===== src/rtl/dff_delay_line_if.sv =====
// rtl/dff_delay_line_if.sv - signal bundle for the dff_delay_line pipeline
//
// Purpose: groups the pipeline control, data, occupancy and tap signals so a
//   producer/observer (master) and the delay line (slave) connect with one port.
// Parameters:
//   WIDTH  data bits per stage
//   DEPTH  number of pipeline stages (sets count and tap_sel widths)
// Signals (direction seen from the slave):
//   en, flush            in   advance / clear-valid controls
//   din, din_valid       in   input word and its valid bit
//   dout, dout_valid     out  last-stage word and valid bit
//   count                out  number of valid stages
//   tap_sel              in   stage index for the tap
//   tap_data, tap_valid  out  tapped stage word and valid bit
//   par_inj, par_err     in/out  only when DFF_DELAY_PARITY_EN is defined
interface dff_delay_line_if #(
  parameter int WIDTH = 8,
  parameter int DEPTH = 4
);
  localparam int CW = $clog2(DEPTH + 1);
  localparam int TW = (DEPTH > 1) ? $clog2(DEPTH) : 1;

  logic             en;
  logic             flush;
  logic [WIDTH-1:0] din;
  logic             din_valid;
  logic [WIDTH-1:0] dout;
  logic             dout_valid;
  logic [CW-1:0]    count;
  logic [TW-1:0]    tap_sel;
  logic [WIDTH-1:0] tap_data;
  logic             tap_valid;
`ifdef DFF_DELAY_PARITY_EN
  logic             par_inj;
  logic             par_err;

  modport master (
    output en, flush, din, din_valid, tap_sel, par_inj,
    input  dout, dout_valid, count, tap_data, tap_valid, par_err
  );
  modport slave (
    input  en, flush, din, din_valid, tap_sel, par_inj,
    output dout, dout_valid, count, tap_data, tap_valid, par_err
  );
`else
  modport master (
    output en, flush, din, din_valid, tap_sel,
    input  dout, dout_valid, count, tap_data, tap_valid
  );
  modport slave (
    input  en, flush, din, din_valid, tap_sel,
    output dout, dout_valid, count, tap_data, tap_valid
  );
`endif
endinterface


===== src/rtl/dff_delay_line.sv =====
// rtl/dff_delay_line.sv - multi-bit DFF delay line with valid, stall, flush, count and tap
//
// Purpose: delays WIDTH-bit words by DEPTH enabled clocks, carrying a valid bit
//   per stage. en=0 stalls every register; flush clears valid bits and count but
//   leaves data registers untouched. count tracks how many stages hold valid data.
//   A combinational tap reads any stage selected by tap_sel.
// Optional feature: define DFF_DELAY_PARITY_EN to store an even-parity bit per
//   stage and raise a sticky par_err when a valid word leaves with bad parity.
// Ports:
//   clk    in  rising-edge clock
//   rst_n  in  asynchronous active-low reset
//   io     dff_delay_line_if.slave (en, flush, din, din_valid, dout, dout_valid,
//          count, tap_sel, tap_data, tap_valid [, par_inj, par_err])
module dff_delay_line #(
  parameter int               WIDTH     = 8,
  parameter int               DEPTH     = 4,
  parameter logic [WIDTH-1:0] RESET_VAL = '0
) (
  input logic               clk,
  input logic               rst_n,
  dff_delay_line_if.slave   io
);
  localparam int CW = $clog2(DEPTH + 1);
  localparam int TW = (DEPTH > 1) ? $clog2(DEPTH) : 1;

  generate
    if (DEPTH < 1) begin : g_bad_depth
      $error("dff_delay_line: DEPTH must be >= 1");
    end
    if (WIDTH < 1) begin : g_bad_width
      $error("dff_delay_line: WIDTH must be >= 1");
    end
  endgenerate

  logic [WIDTH-1:0] stage [DEPTH];
  logic [DEPTH-1:0] v;
  logic [CW-1:0]    count;

  // Data path: data only moves on enabled, non-flush edges. Flush intentionally
  // leaves the data registers alone; only the valid bits are cleared.
  always_ff @(posedge clk or negedge rst_n) begin
    if (!rst_n) begin
      for (int k = 0; k < DEPTH; k++) begin
        stage[k] <= RESET_VAL;
      end
    end else if (io.en && !io.flush) begin
      stage[0] <= io.din;
      for (int k = 1; k < DEPTH; k++) begin
        stage[k] <= stage[k-1];
      end
    end
  end

  // Valid bits and occupancy. count moves by +1 on entry, -1 on exit and stays
  // put when one word enters as another leaves, so it always matches the
  // popcount of v and cannot overflow or underflow.
  always_ff @(posedge clk or negedge rst_n) begin
    if (!rst_n) begin
      v     <= '0;
      count <= '0;
    end else if (io.flush) begin
      v     <= '0;
      count <= '0;
    end else if (io.en) begin
      v[0] <= io.din_valid;
      for (int k = 1; k < DEPTH; k++) begin
        v[k] <= v[k-1];
      end
      case ({io.din_valid, v[DEPTH-1]})
        2'b10:   count <= count + CW'(1);
        2'b01:   count <= count - CW'(1);
        default: count <= count;
      endcase
    end
  end

  assign io.dout       = stage[DEPTH-1];
  assign io.dout_valid = v[DEPTH-1];
  assign io.count      = count;

  // Tap: out-of-range selections read as an empty, invalid stage.
  logic [WIDTH-1:0] tap_data_c;
  logic             tap_valid_c;

  always_comb begin
    tap_data_c  = '0;
    tap_valid_c = 1'b0;
    if (int'(io.tap_sel) < DEPTH) begin
      tap_data_c  = stage[io.tap_sel];
      tap_valid_c = v[io.tap_sel];
    end
  end

  assign io.tap_data  = tap_data_c;
  assign io.tap_valid = tap_valid_c;

`ifdef DFF_DELAY_PARITY_EN
  // Parity bit travels alongside its data word; par_inj corrupts it on entry so
  // the checker at the output can be exercised.
  logic [DEPTH-1:0] p;
  logic             par_err;

  always_ff @(posedge clk or negedge rst_n) begin
    if (!rst_n) begin
      p <= '0;
    end else if (io.en && !io.flush) begin
      p[0] <= (^io.din) ^ io.par_inj;
      for (int k = 1; k < DEPTH; k++) begin
        p[k] <= p[k-1];
      end
    end
  end

  // Sticky error: checked every edge against the registered output, so it
  // rises one edge after a bad word becomes visible and holds through stalls.
  always_ff @(posedge clk or negedge rst_n) begin
    if (!rst_n) begin
      par_err <= 1'b0;
    end else if (io.flush) begin
      par_err <= 1'b0;
    end else if (v[DEPTH-1] && ((^stage[DEPTH-1]) != p[DEPTH-1])) begin
      par_err <= 1'b1;
    end
  end

  assign io.par_err = par_err;
`endif

endmodule


===== src/flat_wrapper.sv =====
// flat-port wrapper written by rule: the top's interface ports become plain ports
module dff_delay_line_flat 
#(
  parameter int               WIDTH     = 8,
  parameter int               DEPTH     = 4,
  parameter logic [WIDTH-1:0] RESET_VAL = '0
)
  (clk, rst_n, io_en, io_flush, io_din, io_din_valid, io_tap_sel, io_dout, io_dout_valid, io_count, io_tap_data, io_tap_valid);
  dff_delay_line_if #(.WIDTH(WIDTH), .DEPTH(DEPTH)) io_i ();
  input logic clk;
  input logic rst_n;
  input wire logic [$bits(io_i.en)-1:0] io_en;
  input wire logic [$bits(io_i.flush)-1:0] io_flush;
  input wire logic [$bits(io_i.din)-1:0] io_din;
  input wire logic [$bits(io_i.din_valid)-1:0] io_din_valid;
  input wire logic [$bits(io_i.tap_sel)-1:0] io_tap_sel;
  output wire logic [$bits(io_i.dout)-1:0] io_dout;
  output wire logic [$bits(io_i.dout_valid)-1:0] io_dout_valid;
  output wire logic [$bits(io_i.count)-1:0] io_count;
  output wire logic [$bits(io_i.tap_data)-1:0] io_tap_data;
  output wire logic [$bits(io_i.tap_valid)-1:0] io_tap_valid;
  assign io_i.en = io_en;
  assign io_i.flush = io_flush;
  assign io_i.din = io_din;
  assign io_i.din_valid = io_din_valid;
  assign io_i.tap_sel = io_tap_sel;
  assign io_dout = io_i.dout;
  assign io_dout_valid = io_i.dout_valid;
  assign io_count = io_i.count;
  assign io_tap_data = io_i.tap_data;
  assign io_tap_valid = io_i.tap_valid;
  dff_delay_line #(.WIDTH(WIDTH), .DEPTH(DEPTH), .RESET_VAL(RESET_VAL)) u_core (.clk(clk), .rst_n(rst_n), .io(io_i));
endmodule

===== config.mk =====
export PLATFORM = sky130hd
export DESIGN_NAME = dff_delay_line_flat
export DESIGN_NICKNAME = d
export VERILOG_FILES = /design/src/rtl/dff_delay_line_if.sv /design/src/rtl/dff_delay_line.sv /design/src/flat_wrapper.sv
export SDC_FILE = /design/constraint.sdc
export NUM_CORES = 1
export LEC_CHECK = 0
export BUFFER_PORTS_ARGS = -buffer_cell sky130_fd_sc_hd__buf_4
export CAP_MARGIN = 20
export CELL_PAD_IN_SITES_DETAIL_PLACEMENT = 1
export CELL_PAD_IN_SITES_GLOBAL_PLACEMENT = 2
export CORE_MARGIN = 3
export CORE_UTILIZATION = 42
export CTS_CLUSTER_DIAMETER = 80
export DETAILED_ROUTE_END_ITERATION = 12
export PLACE_DENSITY = 0.9
export SYNTH_ARGS = -nofsm -noshare
export SYNTH_HDL_FRONTEND = slang
export SYNTH_SLANG_ARGS = --single-unit
export TNS_END_PERCENT = 10

===== constraint.sdc =====
create_clock -name clk -period 4.5 [get_ports clk]
set_input_delay 0.9 -clock clk [delete_from_list [all_inputs] [get_ports clk]]
set_output_delay 0.9 -clock clk [all_outputs]
set_load 0.05 [all_outputs]

==> results of run 1 <==
## cell families after synthesis
logic type      Yosys count  synth area share [%]
simple gates             15                 4.822
fa+ha+maj                 1                 1.002
mux                      45                 35.82
flops                    39                 48.84
xor+xnor                  1                0.4384
buf+inv                  16                 7.952
compound gates            4                 1.127
## power groups by stage
stage                     sequential [W]  combinational [W]  clock, W
after floorplan                 0.000491           0.000436         0
after global placement          0.000504           0.000497         0
after detailed placement        0.000516           0.000508         0
after CTS                       0.000510           0.000510  0.000279
after global routing            0.000523           0.000525  0.000287
final                           0.000509           0.000503  0.000265
## sequential cells by signal, summed over array words and instances (netlist names)
| name | cells |
|---|---|
| u_core.stage | 24 |
| u_core.io.dout | 8 |
| u_core.v | 4 |
| u_core.io.count | 3 |
## metrics by stage
stage               total power, W  std cells  util (%)
floorplan                0.0009269        121         -
global placement          0.001001        192     48.43
detailed placement        0.001024        192     48.43
CTS                       0.001299        200     50.75
global route              0.001335        200     50.75
finish                    0.001278        200     50.75
## final timing paths
path | slack (ns) | depth (start not counted) | to | from
hold / removal | 0.54 | 1 | u_core.stage[15] | u_core.stage[23]
setup reg to reg | 2.87 | 5 | u_core.io.count[2] | u_core.v[3]
setup / recovery | 1.74 | 3 | io_tap_data[6] | io_tap_sel[0]
hold reg to reg | 0.54 | 1 | u_core.stage[15] | u_core.stage[23]
max in group asynchronous | 3.59 | 1 | u_core.io.dout[7] | rst_n
min in group asynchronous | 0.56 | 1 | u_core.stage[24] | rst_n
## cells in the mapped netlist, drive strengths merged
library cell   n
dfrtp         39
mux2          32
buf           16
mux4           9
nor2           5
mux2i          4
nand2b         3
nand3          2
nand4b         2
o21ai          2
a21o           1
a21oi          1
and2           1
fa             1
nand4bb        1
nor2b          1
xor2           1
## worst max-delay path, delay by kind of cell
kind / cells / cell delay, ns
buf+inv: 2 / 0.42
mux: 1 / 0.54
## per-layer routing
| layer | share of wire [%] | wire length [um] | up-vias | global-route usage (%) |
|---|---|---|---|---|
| li1 | - | - | 476 | - |
| met4 | 2.5 | 93 | 0 | 7.708 |
| met3 | 4.3 | 162 | 8 | 3.338 |
| met2 | 51 | 1924 | 23 | 22.82 |
| met1 | 42 | 1580 | 575 | 18.63 |
| met5 | 0 | 0 | - | 0 |
## cell type report
cell class                 count  area [um^2]  share of cell area (%)
tap                           52        65.06                   2.865
timing repair buffer          35        262.8                   11.57
multi-input combinational     66        863.3                   38.02
clock buffer                   7        96.34                   4.242
clock inverter                 1        7.507                  0.3306
sequential                    39        975.9                   42.98
==> impl.org, run 1 <==
** Status
- The run finished with clean final reports.

** Clock network
- Clock Tree Root :: sky130_fd_sc_hd__clkbuf_8
- Clock latency on the worst-skew pair, taken at its later pin, is 0.30 ns.
- CTS clock-pin slew for the worst setup and hold paths :: roughly 0.070 ns
- TritonCTS built the clock tree.
- Once the clock tree was built, the setup fixing pass inserted 0 buffers.
- Once the clock tree was built, the resizer swapped 0 gates to a different size.
- CTS Sinks :: 39
- The H-tree was split into 2 levels.
- Buffers inserted to repair hold after CTS numbered 0.
- Number of buffers on the longest clock path :: 2
- Total clock buffers created by CTS :: 5

** Route
- After detailed routing, the number of remaining DRC violations is 0.
- Post-route ant nets :: 0
- Iter 0 DRT Violations :: 27
- Vias per Instance :: 5.410
- In the final routed layout, each cell accounts on average for 18.81 um.
- Overall via count from detail_route :: roughly 1100
- DRT Wirelength :: 3.761 mm
- Number of search-and-repair iterations in the first detailed-routing pass :: 4

** Pwr
- In this run the static leakage power is 1.110 nW.
- In this run, the clock network consumes between 20% and 30% of the power.
- IR analysis of the VDD net gives a maximum drop of 0.2181 mV.
- The internal portion of the total power is approximately 0.0008 W.
- Per report_power, the combinational group accounts for 39.4% of the total.
- Power density over the cells :: 562.8 nW/um^2
- Net switching power :: 0.0004795 W
- Sequential cells burn 39.8% of the power.
- Switch share :: 37.52%

** Timing
- The final hold violation count came to 0.
- Unrepaired setup endpoints after global routing :: false
- In the finished design, the share of the clock period the worst path needs comes to 61.39%.
- Total of endpoints with negative setup slack in the final report :: 0
- Max-slew violation total from the final report :: 0
- The worst path needs 2.763 ns of the cycle, external delays included.
- For the final database, setup skew stands at 0.004123 ns.
- Setup total negative slack on the finished layout was measured at 0 ns.
- At the pin with the least slew margin, the transition time is 0.5971 ns.
- The worst pin sits at a relative slew slack of 60.17%.
- Peak clock frequency supported by timing :: 362.0 MHz
- Final Worst Setup Slack :: 1.737 ns
- Final hold analysis gives a worst-case slack of 0.5397 ns.

** Die
- 36 I/O pins were placed.
- For this configuration, the core starts out at a cell density of between 40 and 50%.
- Chip Height :: roughly 75 um
- Core Box Area :: ~4500 um^2
- Die footprint :: 5621 um^2
- The die is 74.98 um wide.
- Site Rows :: 24

** Worst setup path
- The worst setup path is captured at an output port.
- Startpoint Class :: primary input
- At the worst endpoint, the required time is between 3 and 4 ns.
- The largest single stage delay on the critical path is 0.54 ns.
- Most common cell type on the critical path :: sky130_fd_sc_hd__buf_4
- Traced cell by cell, the critical path runs through buf_4 -> mux4_2 -> buf_4.
- The critical path is of the in2out type.
- Among all stages on the critical path, the largest delay is contributed by sky130_fd_sc_hd__mux4_2.
- STA puts the critical path data arrival time at between 1.5 and 2 ns.
- Top fanout value on the critical path :: 9

** Placement
- Buffers placed on the I/O ports in this run total 35.
- At the end of routability-driven placement, the weighted congestion stood at 0.7066.
- Post-placement cell area :: 2167 um^2
- Worst slack, placed :: ~1.7 ns
- Sum of net half-perimeters after detailed placement :: ~2.6 mm

** Cells and area
- Most common cell after layout, fill and taps aside :: sky130_fd_sc_hd__dfrtp_1
- In the layout the commonest cells are sky130_fd_sc_hd__dfrtp_1, sky130_fd_sc_hd__buf_4, sky130_fd_sc_hd__mux2_4, sky130_fd_sc_hd__mux4_2, sky130_fd_sc_hd__clkbuf_8.
- After routing the design area is 2271 um^2.
- The filler cells instantiated in the layout total 447.
- In the final layout, the share of cells above drive strength 1 is 57.43%.
- Number of nets in the layout :: 163
- Relative to the synthesized area, the layout overhead comes to 13.65%.
- The number of antenna diodes in the final layout is 0.

** GRT
- Number of antenna violations at the first check in global routing :: 0
- Largest net degree at the start of global routing :: 40
- After global routing the overflow that remains totals 0.
- Across every metal layer, demand over resource in global routing totals around 15%.
- Via count of the first global-routing pass :: around 1100
- Wire length of the first global-routing pass :: around 5.9 mm

** Run
- Across the run, the number of max-cap violations was 0.

** Synth
- When the netlist entered floorplanning its net count stood at 137.
- The biggest area contributor in the post-synthesis netlist is sky130_fd_sc_hd__dfrtp_1.
- Top cell type's share of synthesized area :: approximately half
- Synthesized instance count :: approximately 120
- Synthesized flop and latch total :: 39
- Dominant cells by area after synthesis :: sky130_fd_sc_hd__dfrtp_1, sky130_fd_sc_hd__mux2_4, sky130_fd_sc_hd__mux4_2
- In this run, distinct cell masters in the synthesized netlist total 23.
- Syn_area_per_cell :: 16.51 um^2
- After synthesis, flip-flops and latches occupy 48.84% of the total area.
- Summed instance area of the synthesized netlist :: 1998 um^2
- During synthesis, Yosys emitted a total of 0 warnings.

** Worst hold path
- In this run the worst hold path is classified as reg2reg.
No activity file was read; power rests on OpenSTA's default activity.
==> inputs of run 2 (changes only) <==
Settings changed: ABC_AREA set to 1, CORE_UTILIZATION 42 to 32, PLACE_DENSITY 0.9 to 0.85.
Clock period 4.5 ns to 2.6 ns, I/O delays scaled along.
==> impl.org, run 2 <==
** GRT
- Wire length of the first global-routing pass :: approximately 7.3 mm
- GR Util All Layers :: approximately 13%
- Via count of the first global-routing pass :: about 1500
- The initial antenna violation count was 0.
- Summed over all layers, the global routing overflow is 0.
- Largest net degree at the start of global routing :: 55

** Pwr
- Power, Total :: around 0.0018 W
- Power density over the cells :: 797.3 nW/um^2
- Static leakage power :: between 1 and 1.5 nW
- Worst-case vdd ir drop :: between 0.2 and 0.3 mV

** Die
- The die is about 84 um wide.
- The die covers a little over 7000 um^2.
- Chip Height :: 84.43 um
- The initial utilization of the core area, before any placement, comes to 34.27%.
- Pin placement for this block handled 36 I/O pins.
- Core Box Area :: 5743 um^2
- The floorplan has 27 rows.

** Cells and area
- In the layout the commonest cells are sky130_fd_sc_hd__nand2_1, sky130_fd_sc_hd__dfrtp_1, sky130_fd_sc_hd__buf_4, sky130_fd_sc_hd__inv_1, sky130_fd_sc_hd__o21ai_1.
- Once layout is complete, the cells apart from fillers number 331.
- Number of nets in the layout :: 274
- Core occupancy in the finished layout :: 39.78%
- Area of combinational cells with multiple inputs :: roughly 690 um^2
- Leaving out fill and tap cells, the most frequent cell in the layout is sky130_fd_sc_hd__nand2_1.
- Number of flip-flops under the largest register name :: 24
- Fraction of final layout cells with drive strength greater than 1 :: 21.62%
- Synth-to-layout area growth :: 16.08%
- Final instance area :: 2285 um^2
- More flip-flops sit in one register than any other, and that register is u_core.stage.
- The layout has 693 filler cells.
- In the final layout, flip-flops and latches occupy just under 1000 um^2.
- The number of antenna diodes in the final layout is 0.

** Timing
- After layout, the minimum clock period comes to roughly 1.8 ns.
- Setup violations remaining at the end of the flow were counted as 0.
- The worst path uses 70.98% of the clock period.
- The final hold violation count came to 0.
- Unrepaired setup endpoints after global routing :: false
- The worst pin sits at a relative slew slack of 61.74%.
- Summed over all failing endpoints, the final setup total negative slack is 0 ns.
- The total count of max-transition violations in the final report came to 0.
- For this run, the top clock speed supported by timing is 541.8 MHz.
- Across the routed clock network, the largest skew measured is 0.006462 ns.
- For the pin with the worst max-slew slack, the measured transition is 0.5734 ns.

** Worst setup path
- Crit. Startpoint :: io_tap_sel[0]
- The critical path in this run is classified as in2out.
- The slowest stage of the critical path belongs to the cell sky130_fd_sc_hd__buf_4.
- Largest stage delay on the critical path :: 0.29 ns
- Together, buffers and inverters on the worst path number 2.
- Data arrival at the endpoint of the critical path :: 1.33 ns
- Most common cell type on the critical path :: sky130_fd_sc_hd__nand2_1
- Kind of end point of the critical path :: output port
- The worst setup path is launched from a primary input.
- Top Family by Delay on Critical Path :: buffers and inverters
- Along the worst path, the maximum fanout reaches 36.
- STA puts the critical path data required time at 2.08 ns.
- The startpoint identified for the worst register-to-register timing path is u_core.v[3].
- Traced cell by cell, the critical path runs through buf_4 -> nand2_1 -> o21ai_0 -> nand2_1 -> nand2_1 -> buf_4.

** Placement
- In this run, placement finished with an instance count of 323.
- Sum of net half-perimeters after detailed placement :: 2.887 mm
- At the end of routability-driven placement, the weighted congestion stood at 0.6890.
- Input and output buffers added on the ports amount to 35.
- After detailed placement, the total cell area comes to 2152 um^2.

** Route
- Iter 0 DRT Violations :: 66
- Overall via count from detail_route :: 1512
- Post-route ant nets :: 0
- The detailed router put a total of 2.079 mm of wire on met1.
- Signal routing reaches up to met4.
- In the detailed route, the total length drawn on met2 is 1.820 mm.
- Wire length per cell :: approximately 13 um
- For this run, the detailed router's first-pass iteration total came to 4.
- DRC violation count after routing :: 0
- Wires add up to 4.165 mm.
- Amount of wire on met3 after detailed routing :: 185 um
- Dividing the detail-routed via count by the number of cells gives 4.568.

** Clock network
- In this run the deepest clock path goes through 2 buffers.
- Worst-skew pair later-pin latency :: 0.29 ns
- Max H-tree Level :: 2
- Number of gates resized after CTS :: 0
- After clock tree synthesis, the flow added hold-fix buffers numbering 0.
- After clock tree synthesis, the clock-pin slew on the worst setup and hold paths is 0.07 ns.
- CTS saw 39 sinks.
- TritonCTS built the clock tree.
- Total clock buffers created by CTS :: 5
- Clock Tree Root :: sky130_fd_sc_hd__clkbuf_8
- After clock tree synthesis, the setup repair step added 0 buffers.

** Synth
- The synthesized design spends more area on one cell type than any other, namely sky130_fd_sc_hd__dfrtp_1.
- Syn. warnings :: 0
- Synthesis produced a netlist with a net count of 252.
- Dominant cells by area after synthesis :: sky130_fd_sc_hd__dfrtp_1, sky130_fd_sc_hd__nand2_1, sky130_fd_sc_hd__o21ai_1
- In this run, synthesis inferred 0 flip-flops with an integrated enable.
- A synthesized cell averages about 8.3 um^2.
- Post-synth top cells :: sky130_fd_sc_hd__nand2_1, sky130_fd_sc_hd__dfrtp_1, sky130_fd_sc_hd__inv_1, sky130_fd_sc_hd__o21ai_1, sky130_fd_sc_hd__o21ai_0
- Most common cell in the netlist :: sky130_fd_sc_hd__nand2_1
- Summed instance area of the synthesized netlist :: 1968 um^2
- Sequential elements use 49.59% of the synthesized area.
- After synthesis the netlist holds a flip-flop and latch count of 39.
- Of the post-synthesis cell area, the dominant cell type holds between 40 and 50%.
- Number of distinct library cells after synthesis :: 20
- The most used flip-flop cell after synthesis is sky130_fd_sc_hd__dfrtp_1.
- Synthesized instance count :: 236
- For this run, asynchronously set or reset flops after synthesis account for 100.0%.

** Status
- The flow ran to the end, and the final reports show no timing, DRC or antenna violations.

** Worst hold path
- Min-delay worst type :: in2async

** Run
- Across the run, the number of max-cap violations was 0.
==> run 2: kinds of logic (layout without fill, tap and decap cells) <==
family	Yosys count	after routing	share of synthesized area (%)
AND/OR/NAND/NOR	77	77	15.77
buffers and inverters	54	77	15.19
adder cells (fa/ha/maj)	1	1	1.017
AO/OA/AOI/OAI	65	65	18.44
flip-flops	39	39	49.59
==> run 2: final cells by class <==
| class | instances | share of cell area, % |
|---|---|---|
| Sequential cell | 39 | 42.72 |
| Timing Repair Buffer | 35 | 11.50 |
| Multi-Input combinational cell | 143 | 30.34 |
| Clock inverter | 2 | 2.629 |
| Tap cell | 72 | 3.943 |
| Inverter | 34 | 5.696 |
| Clock buffer | 6 | 3.176 |
==> run 2: final timing paths <==
| kind | end | slack [ns] | depth (start not counted) |
|---|---|---|---|
| setup / recovery | io_tap_data[3] | 0.75 | 6 |
| hold / removal | u_core.stage[16] | 0.19 | 1 |
| setup reg to reg | u_core.io.count[2] | 1.15 | 9 |
| hold reg to reg | u_core.stage[12] | 0.49 | 2 |
| max in group asynchronous | u_core.io.dout[4] | 2.06 | 1 |
| min in group clk | u_core.stage[30] | 0.43 | 3 |
==> run 2: where the power goes <==
| part | total (W) | switching, W | internal (W) |
|---|---|---|---|
| clock network | 0.000595 | 0.000211 | 0.000384 |
| registers | 0.000748 | 0.0000550 | 0.000693 |
| logic | 0.000479 | 0.000331 | 0.000148 |
| total | 0.00182 | 0.000596 | 0.00123 |
==> run 2: routing by layer <==
metal | vias up | track usage (%)
met2 | 27 | 19.73
met3 | 7 | 2.748
met4 | 0 | 5.612
met1 | 696 | 17.23
li1 | 782 | -
met5 | - | 0
==> run 2: through the flow <==
step | hold WS, ns | setup slack [ns]
2_1_floorplan | 0.2244 | 0.7720
3_3_place_gp | 0.4703 | 0.7168
3_5_place_dp | 0.4782 | 0.7248
4_1_cts | 0.2059 | 0.7191
5_1_grt | 0.2239 | 0.6324
6_report | 0.1918 | 0.7545
==> inputs of run 3 (changes only) <==
Settings changed: CORE_UTILIZATION 32 to 29, PLACE_DENSITY 0.85 to 0.81.
Clock period 2.6 ns to 1.6 ns, I/O delays scaled along.
==> impl.org, run 3 (synthesis results as in run 2) <==
** Run
- Max-capacitance violation count :: 0

** Clock network
- CTS clock-pin slew for the worst setup and hold paths :: 0.08 ns
- Clock Tree Root :: sky130_fd_sc_hd__clkbuf_8
- Hold repair after CTS inserted 0 buffers.
- In this run the number of H-tree levels came out at 2.
- Buffers inserted during clock tree synthesis total 5.
- Clock latency on the worst-skew pair, taken at its later pin, is 0.29 ns.
- TritonCTS clock tree :: built
- Gates resized during post-CTS repair numbered 0.
- Number of buffers inserted by post-CTS setup repair :: 0
- Number of buffers on the longest clock path :: 2
- For this design, the sink count on the clock tree is 39.

** Pwr
- Worst-case vdd ir drop :: 0.3709 mV
- Summed over all cells, the static leakage comes to 1.142 nW.
- For this design the ratio of total power to cell area is 1169 nW/um^2.
- The completed layout was analyzed and its total power is about 0.0027 W.

** Timing
- Total of endpoints with negative setup slack in the final report :: 0
- Max-slew violation total from the final report :: 0
- Adding up every negative setup slack in the final design gives 0 ns.
- The final hold violation count was 0.
- Static timing analysis puts the maximum clock frequency at 662.5 MHz.
- Setup repair after global routing could not meet its margin everywhere.
- Post-layout minimum cycle time :: roughly 1.5 ns
- Max-slew headroom :: 65.10%
- Fin crit share :: 94.34%
- At the pin with the least slew margin, the transition time is 0.5236 ns.
- For the final database, setup skew stands at 0.008290 ns.

** Worst hold path
- The worst hold path belongs to the class in2async.

** Worst setup path
- Kind of end point of the critical path :: output port
- Most common cell type on the critical path :: sky130_fd_sc_hd__nand2_1
- Worst EP required :: 1.28 ns
- In this run the worst path has a maximum fanout of 3.
- Cell Chain, Critical Path :: inv_2 -> nand2_1 -> o211ai_1 -> nand2_1 -> buf_6
- Setup CP Type :: reg2out
- Startpoint Class :: register
- Largest stage delay on the critical path :: 0.43 ns
- Slowest-stage cell, CP :: sky130_fd_sc_hd__dfrtp_2
- For the worst flop-to-flop path, the logic depth is 9.
- Data arrival at the endpoint of the critical path :: 1.19 ns

** Route
- Detailed routing inserted a total of 1565 vias.
- Wire length per cell :: 12.91 um
- Iter 0 DRT Violations :: 78
- The final layout contains routed wiring with a total length of 4.375 mm.
- Number of search-and-repair iterations in the first detailed-routing pass :: 4
- In the routed layout, each cell is associated on average with a via count of 4.617.
- In this run the remaining antenna-violating nets after routing total 0.
- DRC violation count after routing :: 0

** GRT
- Number of antenna violations at the first check in global routing :: 0
- GR Util All Layers :: 12.12%
- Wire length of the first global-routing pass :: 7.327 mm
- GRT met3 Usage :: 3.073%
- Via count of the first global-routing pass :: 1512
- Global routing consumed, on the met2 layer, a little under a fifth of the routing resources.
- GRT busiest layer :: met2
- Global route overflow :: 0
- Largest net degree at the start of global routing :: 40
- In the global route stage, met1 resource usage came out at between 15 and 20%.

** Cells and area
- Synth-to-layout area growth :: 16.34%
- Filler cells :: 768
- Register cell area after layout :: between 900 and 1000 um^2
- The post-route netlist has 22.90% of its cells at a drive strength greater than 1.
- Register with the highest flop count :: u_core.stage
- The repair_antennas step left the layout with diodes totalling 0.
- Final instance area :: between 2000 and 2500 um^2
- Leaving out fill and tap cells, the most frequent cell in the layout is sky130_fd_sc_hd__nand2_1.
- Once layout is complete, the utilization of the core stands at between 30% and 40%.
- Leaving out fill and tap cells, the most frequent cells in the layout are sky130_fd_sc_hd__nand2_1, sky130_fd_sc_hd__dfrtp_1, sky130_fd_sc_hd__inv_1, sky130_fd_sc_hd__buf_4, sky130_fd_sc_hd__o21ai_1.
- Number of flip-flops under the largest register name :: 24
- Summing all multi-input logic gate instances after layout gives 693.2 um^2.
- Number of nets in the layout :: 277

** Placement
- Post-placement cell area :: between 2000 and 2500 um^2
- Once detailed placement completed, the half-perimeter wirelength came to 3.010 mm.
- In this run the tool buffered the top-level ports with 35 buffer cells.
- At the end of routability-driven placement, the weighted congestion stood at 0.7159.

** Die
- The floorplan has 29 rows.
- Starting density of the core :: 30.47%
- Floorplan die width :: 88.38 um
- The core region is 6459 um^2.
- The floorplan step defined a die boundary enclosing 7811 um^2.
- The die is ~88 um tall.
- In this run the count of I/O pins placed on the die edge is 36.

** Status
- The run finished with clean final reports.
## run 3: cell types whose count changed in the layout (fill, tap and decap cells not counted), sizes merged
cell / delta
bufinv: -2
buf: +3
clkbuf: +1
clkinv: +1
## run 3: power breakdown
group	internal, W	total (W)	leakage, nW	switching, W
sequential	0.00113	0.00122	0.500	0.0000911
clock	0.000306	0.000653	0.0422	0.000346
combinational	0.000261	0.000807	0.599	0.000545
total	0.00169	0.00268	1.14	0.000983
## run 3: area by class of cell
type / instances / share of cell area [%]
Sequential cell: 39 / 42.68
Multi-Input combinational cell: 143 / 30.27
Timing Repair Buffer: 38 / 13.61
Inverter: 34 / 5.683
Tap cell: 77 / 4.208
Clock buffer: 7 / 3.333
Clock inverter: 1 / 0.2186
## run 3: metrics by stage
stage | instances | hold WS [ns] | worst slack, ns
detailed placement | 331 | 0.3453 | 0.1217
CTS | 339 | 0.02223 | 0.01121
floorplan | 236 | 0.02441 | 0.07845
global route | 339 | 0.04162 | -0.02213
global placement | 331 | 0.3344 | 0.1181
finish | 339 | 0.0003645 | 0.09056
## run 3: worst paths after layout
kind	start	endpoint	slack, ns
min	rst_n	u_core.io.dout[6]	0.0004
max in group asynchronous	rst_n	u_core.v[3]	1.22
min reg2reg	u_core.stage[23]	u_core.stage[23]	0.49
max reg2reg	u_core.v[3]	u_core.io.count[2]	0.17
min in group clk	io_din[2]	u_core.stage[26]	0.23
max	u_core.v[3]	io_tap_valid	0.09
## run 3: critical path: cells and delay by family (launching register included)
family                 cells  cell delay [ns]
and+or+nand+nor            2             0.15
DFF                        1             0.43
buffers and inverters      2             0.24
AOI/OAI and AO/OA          1             0.09
## run 3: routing by layer
metal,share of wire (%),vias up
li1,-,783
met1,49,748
met2,45,28
met3,4.2,6
met4,1.3,0
met5,0,-
